<file path="config.mk">
export PLATFORM = sky130hd
export DESIGN_NAME = noc_traffic_gen_node_flat
export DESIGN_NICKNAME = d
export VERILOG_FILES = /design/src/rtl/noc_traffic_gen_node_if.sv /design/src/rtl/noc_traffic_gen_node.sv /design/src/flat_wrapper.sv
export SDC_FILE = /design/constraint.sdc
export NUM_CORES = 1
export LEC_CHECK = 0
export ABC_AREA = 1
export ABC_CLOCK_PERIOD_IN_PS = 3600
export CAP_MARGIN = 20
export CORE_ASPECT_RATIO = 0.7
export CORE_UTILIZATION = 45
export DETAILED_ROUTE_END_ITERATION = 7
export PLACE_DENSITY = 0.71
export SETUP_SLACK_MARGIN = 0.2
export SLEW_MARGIN = 20
export SYNTH_ARGS = -nofsm -noshare
export SYNTH_HDL_FRONTEND = slang
export SYNTH_SLANG_ARGS = --single-unit
export TNS_END_PERCENT = 50
</file>
<file path="constraint.sdc">
create_clock -name noc_clk -period 3.6 [get_ports noc_clk]
set_input_delay 0.54 -clock noc_clk [delete_from_list [all_inputs] [get_ports noc_clk]]
set_output_delay 0.54 -clock noc_clk [all_outputs]
set_load 0.1 [all_outputs]
</file>
<file path="src/rtl/noc_traffic_gen_node_if.sv">
// Router local-port bundle for one NoC endpoint.
// master: the endpoint (drives sender_* and receive_ready).
// slave : the router side (drives receive_* and sender_ready).
`ifndef Noc_Data_Width
`define Noc_Data_Width 32
`endif

interface noc_traffic_gen_node_if;
   logic                       receive_valid;
   logic                       receive_ready;
   logic [`Noc_Data_Width-1:0] receive_flit;
   logic                       receive_is_header;
   logic                       receive_is_tail;
   logic                       sender_valid;
   logic                       sender_ready;
   logic [`Noc_Data_Width-1:0] sender_flit;
   logic                       sender_is_header;
   logic                       sender_is_tail;

   modport master (
      input  receive_valid, receive_flit, receive_is_header, receive_is_tail, sender_ready,
      output receive_ready, sender_valid, sender_flit, sender_is_header, sender_is_tail
   );

   modport slave (
      output receive_valid, receive_flit, receive_is_header, receive_is_tail, sender_ready,
      input  receive_ready, sender_valid, sender_flit, sender_is_header, sender_is_tail
   );
endinterface

</file>
<file path="src/rtl/noc_traffic_gen_node.sv">
// NoC traffic generator / self-checking sink for one router local port.
// TX sends NUM_PKTS packets (0 = endless) of PKT_LEN flits to (DEST_X_ID, DEST_Y_ID).
// RX checks destination, payload pattern and length, counting good packets and errors.
// Optional feature macro NOC_TG_RAND_BACKPRESSURE_EN: LFSR-driven receive_ready stalls.
//
// TX FSM states:
//   state  | meaning
//   S_IDLE | no flit offered; leaves when gen_en && !tx_done
//   S_HEAD | header flit offered on sender_*
//   S_BODY | payload flit idx_q offered
//   S_GAP  | idle cycles after a tail before the next header
`ifndef Noc_Data_Width
`define Noc_Data_Width 32
`endif

module noc_traffic_gen_node #(
   parameter int X_ID       = 0,
   parameter int Y_ID       = 0,
   parameter int DEST_X_ID  = 1,
   parameter int DEST_Y_ID  = 1,
   parameter int COORD_W    = 4,
   parameter int PKT_LEN    = 4,
   parameter int NUM_PKTS   = 8,
   parameter int INJECT_GAP = 2,
   parameter int CNT_W      = 8
) (
   input  logic                   noc_clk,
   input  logic                   noc_rst_n,
   input  logic                   gen_en,
   noc_traffic_gen_node_if.master noc_port,
   output logic [CNT_W-1:0]       sent_num,
   output logic [CNT_W-1:0]       receive_num,
   output logic [CNT_W-1:0]       error_num,
   output logic                   tx_done
);

   localparam int DW = `Noc_Data_Width;
   localparam int C  = COORD_W;
   localparam logic [C-1:0]  X_C      = C'(X_ID);
   localparam logic [C-1:0]  Y_C      = C'(Y_ID);
   localparam logic [C-1:0]  DEST_X_C = C'(DEST_X_ID);
   localparam logic [C-1:0]  DEST_Y_C = C'(DEST_Y_ID);
   localparam logic [7:0]    LEN_C    = 8'(PKT_LEN);
   localparam logic [7:0]    LAST_IDX = 8'(PKT_LEN - 1);
   localparam logic [15:0]   GAP_C    = 16'(INJECT_GAP);
   localparam int            PKT_CNT_W = (NUM_PKTS > 1) ? $clog2(NUM_PKTS) : 1;
   localparam logic [PKT_CNT_W-1:0] LAST_PKT = PKT_CNT_W'(NUM_PKTS - 1);

   typedef enum logic [1:0] {S_IDLE, S_HEAD, S_BODY, S_GAP} tx_state_e;

   tx_state_e               state_q, state_d;
   logic [7:0]              seq_q, seq_d;
   logic [7:0]              idx_q, idx_d;
   logic [15:0]             gap_q, gap_d;
   logic [PKT_CNT_W-1:0]    pkt_cnt_q, pkt_cnt_d;
   logic                    tx_done_q, tx_done_d;
   logic [CNT_W-1:0]        sent_q, sent_d;
   logic                    tx_valid, tx_head, tx_tail, tx_fire;
   logic [DW-1:0]           tx_flit;

   logic                    rx_ready, rx_fire;
   logic                    rx_act_q, rx_act_d;
   logic                    rx_err_q, rx_err_d;
   logic [7:0]              rx_seq_q, rx_seq_d;
   logic [7:0]              rx_idx_q, rx_idx_d;
   logic [7:0]              rx_len_q, rx_len_d;
   logic [CNT_W-1:0]        recv_q, recv_d;
   logic [CNT_W-1:0]        err_q, err_d;
   logic [1:0]              err_inc;
   logic [CNT_W:0]          err_sum;
   logic                    hdr_bad, pay_bad, len_bad, pkt_bad;
   logic [DW-1:0]           rx_exp;

   // TX next-state, flit formatting and packet bookkeeping
   always_comb begin
      state_d   = state_q;
      seq_d     = seq_q;
      idx_d     = idx_q;
      gap_d     = gap_q;
      pkt_cnt_d = pkt_cnt_q;
      tx_done_d = tx_done_q;
      sent_d    = sent_q;
      tx_valid  = 1'b0;
      tx_head   = 1'b0;
      tx_tail   = 1'b0;
      tx_flit   = '0;
      case (state_q)
         S_IDLE: if (gen_en && !tx_done_q) state_d = S_HEAD;
         S_HEAD: begin
            tx_valid = 1'b1;
            tx_head  = 1'b1;
            tx_tail  = (PKT_LEN == 1);
            tx_flit[C-1:0]           = DEST_Y_C;
            tx_flit[2*C-1:C]         = DEST_X_C;
            tx_flit[3*C-1:2*C]       = Y_C;
            tx_flit[4*C-1:3*C]       = X_C;
            tx_flit[4*C+7:4*C]       = seq_q;
            tx_flit[4*C+15:4*C+8]    = LEN_C;
         end
         S_BODY: begin
            tx_valid       = 1'b1;
            tx_tail        = (idx_q == LAST_IDX);
            tx_flit[15:0]  = {seq_q, idx_q};
         end
         S_GAP: begin
            if (gap_q == 16'd1) state_d = S_IDLE;
            else                gap_d   = gap_q - 16'd1;
         end
         default: state_d = S_IDLE;
      endcase

      tx_fire = tx_valid && noc_port.sender_ready;

      if (tx_fire && !tx_tail) begin
         state_d = S_BODY;
         idx_d   = (state_q == S_HEAD) ? 8'd1 : idx_q + 8'd1;
      end

      if (tx_fire && tx_tail) begin
         seq_d  = seq_q + 8'd1;
         sent_d = sent_q + 1'b1;
         if (NUM_PKTS != 0) begin
            if (pkt_cnt_q == LAST_PKT) tx_done_d = 1'b1;
            else                       pkt_cnt_d = pkt_cnt_q + 1'b1;
         end
         // GAP and IDLE both count as idle cycles, so short gaps skip states
         if (INJECT_GAP >= 2) begin
            state_d = S_GAP;
            gap_d   = GAP_C - 16'd1;
         end else if (INJECT_GAP == 1) begin
            state_d = S_IDLE;
         end else if (gen_en && !tx_done_d) begin
            state_d = S_HEAD;
         end else begin
            state_d = S_IDLE;
         end
      end
   end

   // TX state register
   always_ff @(posedge noc_clk or negedge noc_rst_n) begin
      if (!noc_rst_n) begin
         state_q   <= S_IDLE;
         seq_q     <= '0;
         idx_q     <= '0;
         gap_q     <= '0;
         pkt_cnt_q <= '0;
         tx_done_q <= 1'b0;
         sent_q    <= '0;
      end else begin
         state_q   <= state_d;
         seq_q     <= seq_d;
         idx_q     <= idx_d;
         gap_q     <= gap_d;
         pkt_cnt_q <= pkt_cnt_d;
         tx_done_q <= tx_done_d;
         sent_q    <= sent_d;
      end
   end

   // RX checker: first error in a packet is counted once, rest of packet discarded
   always_comb begin
      rx_act_d = rx_act_q;
      rx_err_d = rx_err_q;
      rx_seq_d = rx_seq_q;
      rx_idx_d = rx_idx_q;
      rx_len_d = rx_len_q;
      recv_d   = recv_q;
      err_inc  = 2'd0;
      hdr_bad  = 1'b0;
      pay_bad  = 1'b0;
      len_bad  = 1'b0;
      pkt_bad  = 1'b0;
      rx_exp   = '0;
      rx_fire  = noc_port.receive_valid && rx_ready;
      if (rx_fire) begin
         if (noc_port.receive_is_header) begin
            if (rx_act_q && !rx_err_q) err_inc = err_inc + 2'd1;
            hdr_bad = (noc_port.receive_flit[2*C-1:C] != X_C) ||
                      (noc_port.receive_flit[C-1:0] != Y_C);
            if (noc_port.receive_is_tail)
               len_bad = (noc_port.receive_flit[4*C+15:4*C+8] != 8'd1);
            pkt_bad = hdr_bad || len_bad;
            if (pkt_bad) err_inc = err_inc + 2'd1;
            rx_seq_d = noc_port.receive_flit[4*C+7:4*C];
            rx_len_d = noc_port.receive_flit[4*C+15:4*C+8];
            rx_idx_d = 8'd1;
            rx_act_d = !noc_port.receive_is_tail;
            rx_err_d = pkt_bad;
            if (noc_port.receive_is_tail && !pkt_bad) recv_d = recv_q + 1'b1;
         end else if (!rx_act_q) begin
            // orphan flits open a discarded pseudo-packet so the run counts once
            err_inc  = 2'd1;
            rx_act_d = !noc_port.receive_is_tail;
            rx_err_d = 1'b1;
         end else begin
            rx_exp[15:0] = {rx_seq_q, rx_idx_q};
            pay_bad = (noc_port.receive_flit != rx_exp);
            if (noc_port.receive_is_tail) len_bad = ((rx_idx_q + 8'd1) != rx_len_q);
            pkt_bad = rx_err_q || pay_bad || len_bad;
            if (!rx_err_q && (pay_bad || len_bad)) err_inc = 2'd1;
            rx_err_d = pkt_bad;
            rx_idx_d = rx_idx_q + 8'd1;
            if (noc_port.receive_is_tail) begin
               rx_act_d = 1'b0;
               if (!pkt_bad) recv_d = recv_q + 1'b1;
            end
         end
      end
      err_sum = {1'b0, err_q} + (CNT_W+1)'(err_inc);
      err_d   = err_sum[CNT_W] ? '1 : err_sum[CNT_W-1:0];
   end

   // RX state and status counters
   always_ff @(posedge noc_clk or negedge noc_rst_n) begin
      if (!noc_rst_n) begin
         rx_act_q <= 1'b0;
         rx_err_q <= 1'b0;
         rx_seq_q <= '0;
         rx_idx_q <= '0;
         rx_len_q <= '0;
         recv_q   <= '0;
         err_q    <= '0;
      end else begin
         rx_act_q <= rx_act_d;
         rx_err_q <= rx_err_d;
         rx_seq_q <= rx_seq_d;
         rx_idx_q <= rx_idx_d;
         rx_len_q <= rx_len_d;
         recv_q   <= recv_d;
         err_q    <= err_d;
      end
   end

`ifdef NOC_TG_RAND_BACKPRESSURE_EN
   localparam logic [15:0] LFSR_SEED = 16'({X_C, Y_C}) | 16'd1;
   logic [15:0] lfsr_q, lfsr_d;

   // x^16+x^14+x^13+x^11+1 Fibonacci LFSR
   always_comb begin
      lfsr_d = {lfsr_q[14:0], lfsr_q[15] ^ lfsr_q[13] ^ lfsr_q[12] ^ lfsr_q[10]};
   end

   // LFSR register, free-running every cycle
   always_ff @(posedge noc_clk or negedge noc_rst_n) begin
      if (!noc_rst_n) lfsr_q <= LFSR_SEED;
      else            lfsr_q <= lfsr_d;
   end

   assign rx_ready = ~lfsr_q[0];
`else
   assign rx_ready = 1'b1;
`endif

   assign noc_port.receive_ready    = rx_ready;
   assign noc_port.sender_valid     = tx_valid;
   assign noc_port.sender_flit      = tx_flit;
   assign noc_port.sender_is_header = tx_head;
   assign noc_port.sender_is_tail   = tx_tail;
   assign sent_num    = sent_q;
   assign receive_num = recv_q;
   assign error_num   = err_q;
   assign tx_done     = tx_done_q;

endmodule

</file>
<file path="src/flat_wrapper.sv">
// flat-port wrapper written by rule: the top's interface ports become plain ports
module noc_traffic_gen_node_flat 
#(
   parameter int X_ID       = 0,
   parameter int Y_ID       = 0,
   parameter int DEST_X_ID  = 1,
   parameter int DEST_Y_ID  = 1,
   parameter int COORD_W    = 4,
   parameter int PKT_LEN    = 4,
   parameter int NUM_PKTS   = 8,
   parameter int INJECT_GAP = 2,
   parameter int CNT_W      = 8
)
  (noc_clk, noc_rst_n, gen_en, sent_num, receive_num, error_num, tx_done, noc_port_receive_valid, noc_port_receive_flit, noc_port_receive_is_header, noc_port_receive_is_tail, noc_port_sender_ready, noc_port_receive_ready, noc_port_sender_valid, noc_port_sender_flit, noc_port_sender_is_header, noc_port_sender_is_tail);
  noc_traffic_gen_node_if noc_port_i ();
  input  logic noc_clk;
  input  logic noc_rst_n;
  input  logic gen_en;
  output logic [CNT_W-1:0] sent_num;
  output logic [CNT_W-1:0] receive_num;
  output logic [CNT_W-1:0] error_num;
  output logic tx_done;
  input wire logic [$bits(noc_port_i.receive_valid)-1:0] noc_port_receive_valid;
  input wire logic [$bits(noc_port_i.receive_flit)-1:0] noc_port_receive_flit;
  input wire logic [$bits(noc_port_i.receive_is_header)-1:0] noc_port_receive_is_header;
  input wire logic [$bits(noc_port_i.receive_is_tail)-1:0] noc_port_receive_is_tail;
  input wire logic [$bits(noc_port_i.sender_ready)-1:0] noc_port_sender_ready;
  output wire logic [$bits(noc_port_i.receive_ready)-1:0] noc_port_receive_ready;
  output wire logic [$bits(noc_port_i.sender_valid)-1:0] noc_port_sender_valid;
  output wire logic [$bits(noc_port_i.sender_flit)-1:0] noc_port_sender_flit;
  output wire logic [$bits(noc_port_i.sender_is_header)-1:0] noc_port_sender_is_header;
  output wire logic [$bits(noc_port_i.sender_is_tail)-1:0] noc_port_sender_is_tail;
  assign noc_port_i.receive_valid = noc_port_receive_valid;
  assign noc_port_i.receive_flit = noc_port_receive_flit;
  assign noc_port_i.receive_is_header = noc_port_receive_is_header;
  assign noc_port_i.receive_is_tail = noc_port_receive_is_tail;
  assign noc_port_i.sender_ready = noc_port_sender_ready;
  assign noc_port_receive_ready = noc_port_i.receive_ready;
  assign noc_port_sender_valid = noc_port_i.sender_valid;
  assign noc_port_sender_flit = noc_port_i.sender_flit;
  assign noc_port_sender_is_header = noc_port_i.sender_is_header;
  assign noc_port_sender_is_tail = noc_port_i.sender_is_tail;
  noc_traffic_gen_node #(.X_ID(X_ID), .Y_ID(Y_ID), .DEST_X_ID(DEST_X_ID), .DEST_Y_ID(DEST_Y_ID), .COORD_W(COORD_W), .PKT_LEN(PKT_LEN), .NUM_PKTS(NUM_PKTS), .INJECT_GAP(INJECT_GAP), .CNT_W(CNT_W)) u_core (.noc_clk(noc_clk), .noc_rst_n(noc_rst_n), .gen_en(gen_en), .noc_port(noc_port_i), .sent_num(sent_num), .receive_num(receive_num), .error_num(error_num), .tx_done(tx_done));
endmodule
</file>
==> key figures <==
Status
  – Status: complete, no violations

Finish
  – ANT cells: 0
  – Area Overhead vs Synth: 25.7%
  – Most common cell after layout, fill and taps aside: nand2_1
  – Core Util, Final: 58.9%
  – Layout Nets: 826
  – Most frequent cells in the layout: 133 x nand2_1, 113 x inv_1, 87 x dfrtp_1
  – Layout cells sized above 1: 11.7%

Setup path
  – Reg2reg end: u_core.error_num[6]
  – R2r worst-path depth: 20
  – Startpoint Class: primary input
  – Worst Path Arrival: 3.40 ns
  – Critical path, cell by cell: clkdlybuf4s50_1 > nor2_1 > nand3_1 > o21ai_0 > nand3_1 > ha_1 > nor2_1 > nor2_1 > ha_1 > inv_1 > fa_2 > nor4_4 > buf_4 > o21ai_0 > o21ai_0
  – Crit path kind: in2reg
  – Critical-path top delay cell: clkdlybuf4s50_1
  – Critical path capture point type: flop
  – CP required: 3.86 ns
  – CP peak stage delay: 0.42 ns
  – CP max FO: 3
  – Worst flop-to-flop path startpoint: u_core.rx_idx_q[0]
  – R2R setup slack: 0.55 ns

Timing
  – RSZ-0062 raised after global routing: false
  – Final Skew: 0.00773 ns
  – Relative slew slack: 34.5%
  – Final setup viols: 0
  – Min Tclk post-route: 3.14 ns
  – Period utilisation layout: 87.2%
  – Hold WS: 0.227 ns
  – Final hold violation count: 0
  – Highest clock rate: 0.319 GHz
  – Max-slew violations: 0
  – Slew @ Worst Pin: 0.979 ns

Synth
  – Register area share after synthesis: 42.2%
  – Yosys reg bits: 88
  – Post-Synthesis Cells: 675
  – Yosys warning count: 0
  – Avg Cell Area, Syn: 7.72 sq um
  – Post-synthesis cell type count: 45
  – Synthesized area: 5210 sq um

Floorplan
  – Chip Width: 131 microns
  – Initial core utilization: 46.8%
  – Rows: 32
  – Total die area: 12000 sq um
  – I/O pin count: 100
  – Core ar.: 11100 sq um
  – Die H: 92.1 microns

Drt
  – Vias: 4557
  – # DRC: 0
  – Vias per cell: 4.91
  – Final antenna-violating net count: 0
  – TritonRoute pass-1 iters: 5
  – DRT Wirelength: 11500 microns
  – WL/cell: 12.4 microns
  – DR iter-0 viols: 262

Global routing
  – GR Layer Usage met3: 5.66%
  – Pin count of the biggest net entering global routing: 85
  – Met1 Usage GRT: 27.3%
  – Met2 Usage GRT: 33.9%
  – Initial antenna violation count: 0
  – Gr usage total: 20.8%
  – Gr busiest metal: met2
  – GRT overflow: 0
  – Number of global-route vias before repair: 4359
  – First-pass GRT wire length: 19800 microns

Pwr
  – VDD IR-drop max: 764 uV
  – Leakage power: 3.25 nW
  – Pwr/cell area: 710 nW/um^2

Min path
  – Hold/Removal Path Class: in2async

CTS
  – H-tree depth: 3
  – CTS Buffer Depth: 2
  – Worst-path clk slew: 0.07 ns
  – CTS tree: yes
  – CTS Hold Bufs: 0
  – CTS root buf: clkbuf_16
  – Clock latency on the worst-skew pair: 0.34 ns
  – Total CTS buffers: 9
  – Clock Sinks: 88

Placement
  – Buffers on Ports: 91
  – HPWL Detailed: 8420 microns
  – Gpl congestion: 0.834

Flow run
  – Total of max-cap violations: 0
area by class of cell:
| class | count | area, sq um |
|---|---|---|
| clock buffer | 11 | 233 |
| clock inverter | 5 | 81.3 |
| fill | 1017 | 4580 |
| inverter | 118 | 445 |
| multi-input combinational | 454 | 2500 |
| sequential | 88 | 2200 |
| tap | 153 | 191 |
| timing repair buffer | 99 | 902 |
cells by family (layout without fill, tap and decap cells):
logic type,after synthesis,after routing,share of synthesized area (%)
AND/OR/NAND/NOR,311,311,28.1
buffers and inverters,139,233,11.1
AO/OA/AOI/OAI,90,90,9.29
flip-flops,88,88,42.2
XOR/XNOR,24,24,4.03
adder cells (fa/ha/maj),17,17,4.22
multiplexers,4,4,0.864
other,2,8,0.144
how the worst max path moves through the flow:
stage,end,slack [ns],cells past startpoint,startpoint
final,u_core.error_num[6],0.46,15,noc_port_receive_flit[27]
after global routing,u_core.error_num[6],0.22,20,u_core.rx_idx_q[0]
after global placement,u_core.error_num[2],0.12,14,noc_port_receive_flit[27]
after CTS,u_core.error_num[2],0.31,19,u_core.rx_idx_q[0]
after detailed placement,u_core.error_num[2],0.01,14,noc_port_receive_flit[27]
after floorplan,noc_port_sender_flit[12],-0.06,5,u_core.state_q[1]
critical path, delay by kind of cell:
kind / cells / cell delay [ns]
AOI/OAI and AO/OA: 3 / 0.38
adders and majority gates: 3 / 0.87
buffers and inverters: 3 / 0.65
and+or+nand+nor: 6 / 0.95
repair_timing:
| item | 4_1_cts | 5_1_grt |
|---|---|---|
| setup buffers | 0 | 2 |
| resized for setup | 0 | 7 |
| endpoints found under the setup margin | 0 | 8 |
| hold endpoints to repair | 0 | 0 |
power by group:
| group | total, mW | internal, mW | switching (mW) |
|---|---|---|---|
| logic | 2.30 | 0.546 | 1.75 |
| registers | 1.37 | 1.18 | 0.181 |
| clock network | 0.990 | 0.608 | 0.381 |
sequential cells by signal (all words and copies together) (netlist names):
signal              flops
u_core.idx_q            8
u_core.state_q          2
u_core.error_num        8
u_core.rx_len_q         8
u_core.seq_q            8
u_core.rx_seq_q         8
u_core.receive_num      8
u_core.sent_num         8
u_core.gap_q           16
u_core.rx_idx_q         8
u_core.rx_err_q         1
u_core.rx_act_q         1
u_core.tx_done          1
u_core.pkt_cnt_q        3
layer usage:
| layer | vias to the layer above | routed length [microns] | part of all wire (%) |
|---|---|---|---|
| met5 | - | 0 | 0 |
| met4 | 0 | 112 | 0.97 |
| met3 | 13 | 675 | 5.9 |
| met2 | 113 | 5170 | 45 |
| met1 | 2099 | 5560 | 48 |
| li1 | 2332 | - | - |
cells in the mapped netlist (all sizes together):
cell type	count	area (sq um)
nor3	19	136
nand4	14	93.8
nand2	139	547
inv	117	442
nor2	76	333
buf	15	109
xor2	17	149
or2	1	6.26
nand3b	2	15.0
fa	1	20.0
nor4	6	43.8
clkbuf	6	22.5
ha	16	200
a21oi	28	144
and3	1	6.26
conb	2	7.51
a211oi	1	7.51
o21a	4	30.0
mux2	4	45.0
dfrtp	88	2200
clkinv	1	3.75
o22ai	9	56.3
nand3	46	235
and2	1	6.26
o31ai	1	7.51
xnor2	7	61.3
o21ai	47	239
nor3b	6	45.0
metrics by stage:
stage	setup TNS [ns]	setup WS (ns)	std cells	power, mW	instance area, sq um
after floorplan	-0.639	-0.0639	681	3.15	5250
final	0	0.462	928	4.65	6550
after CTS	0	0.312	926	4.66	6500
after global placement	0	0.124	910	3.61	6190
after detailed placement	0	0.0109	910	3.65	6190
after global routing	0	0.217	928	4.90	6550
No activity file was read; power rests on OpenSTA's default activity.
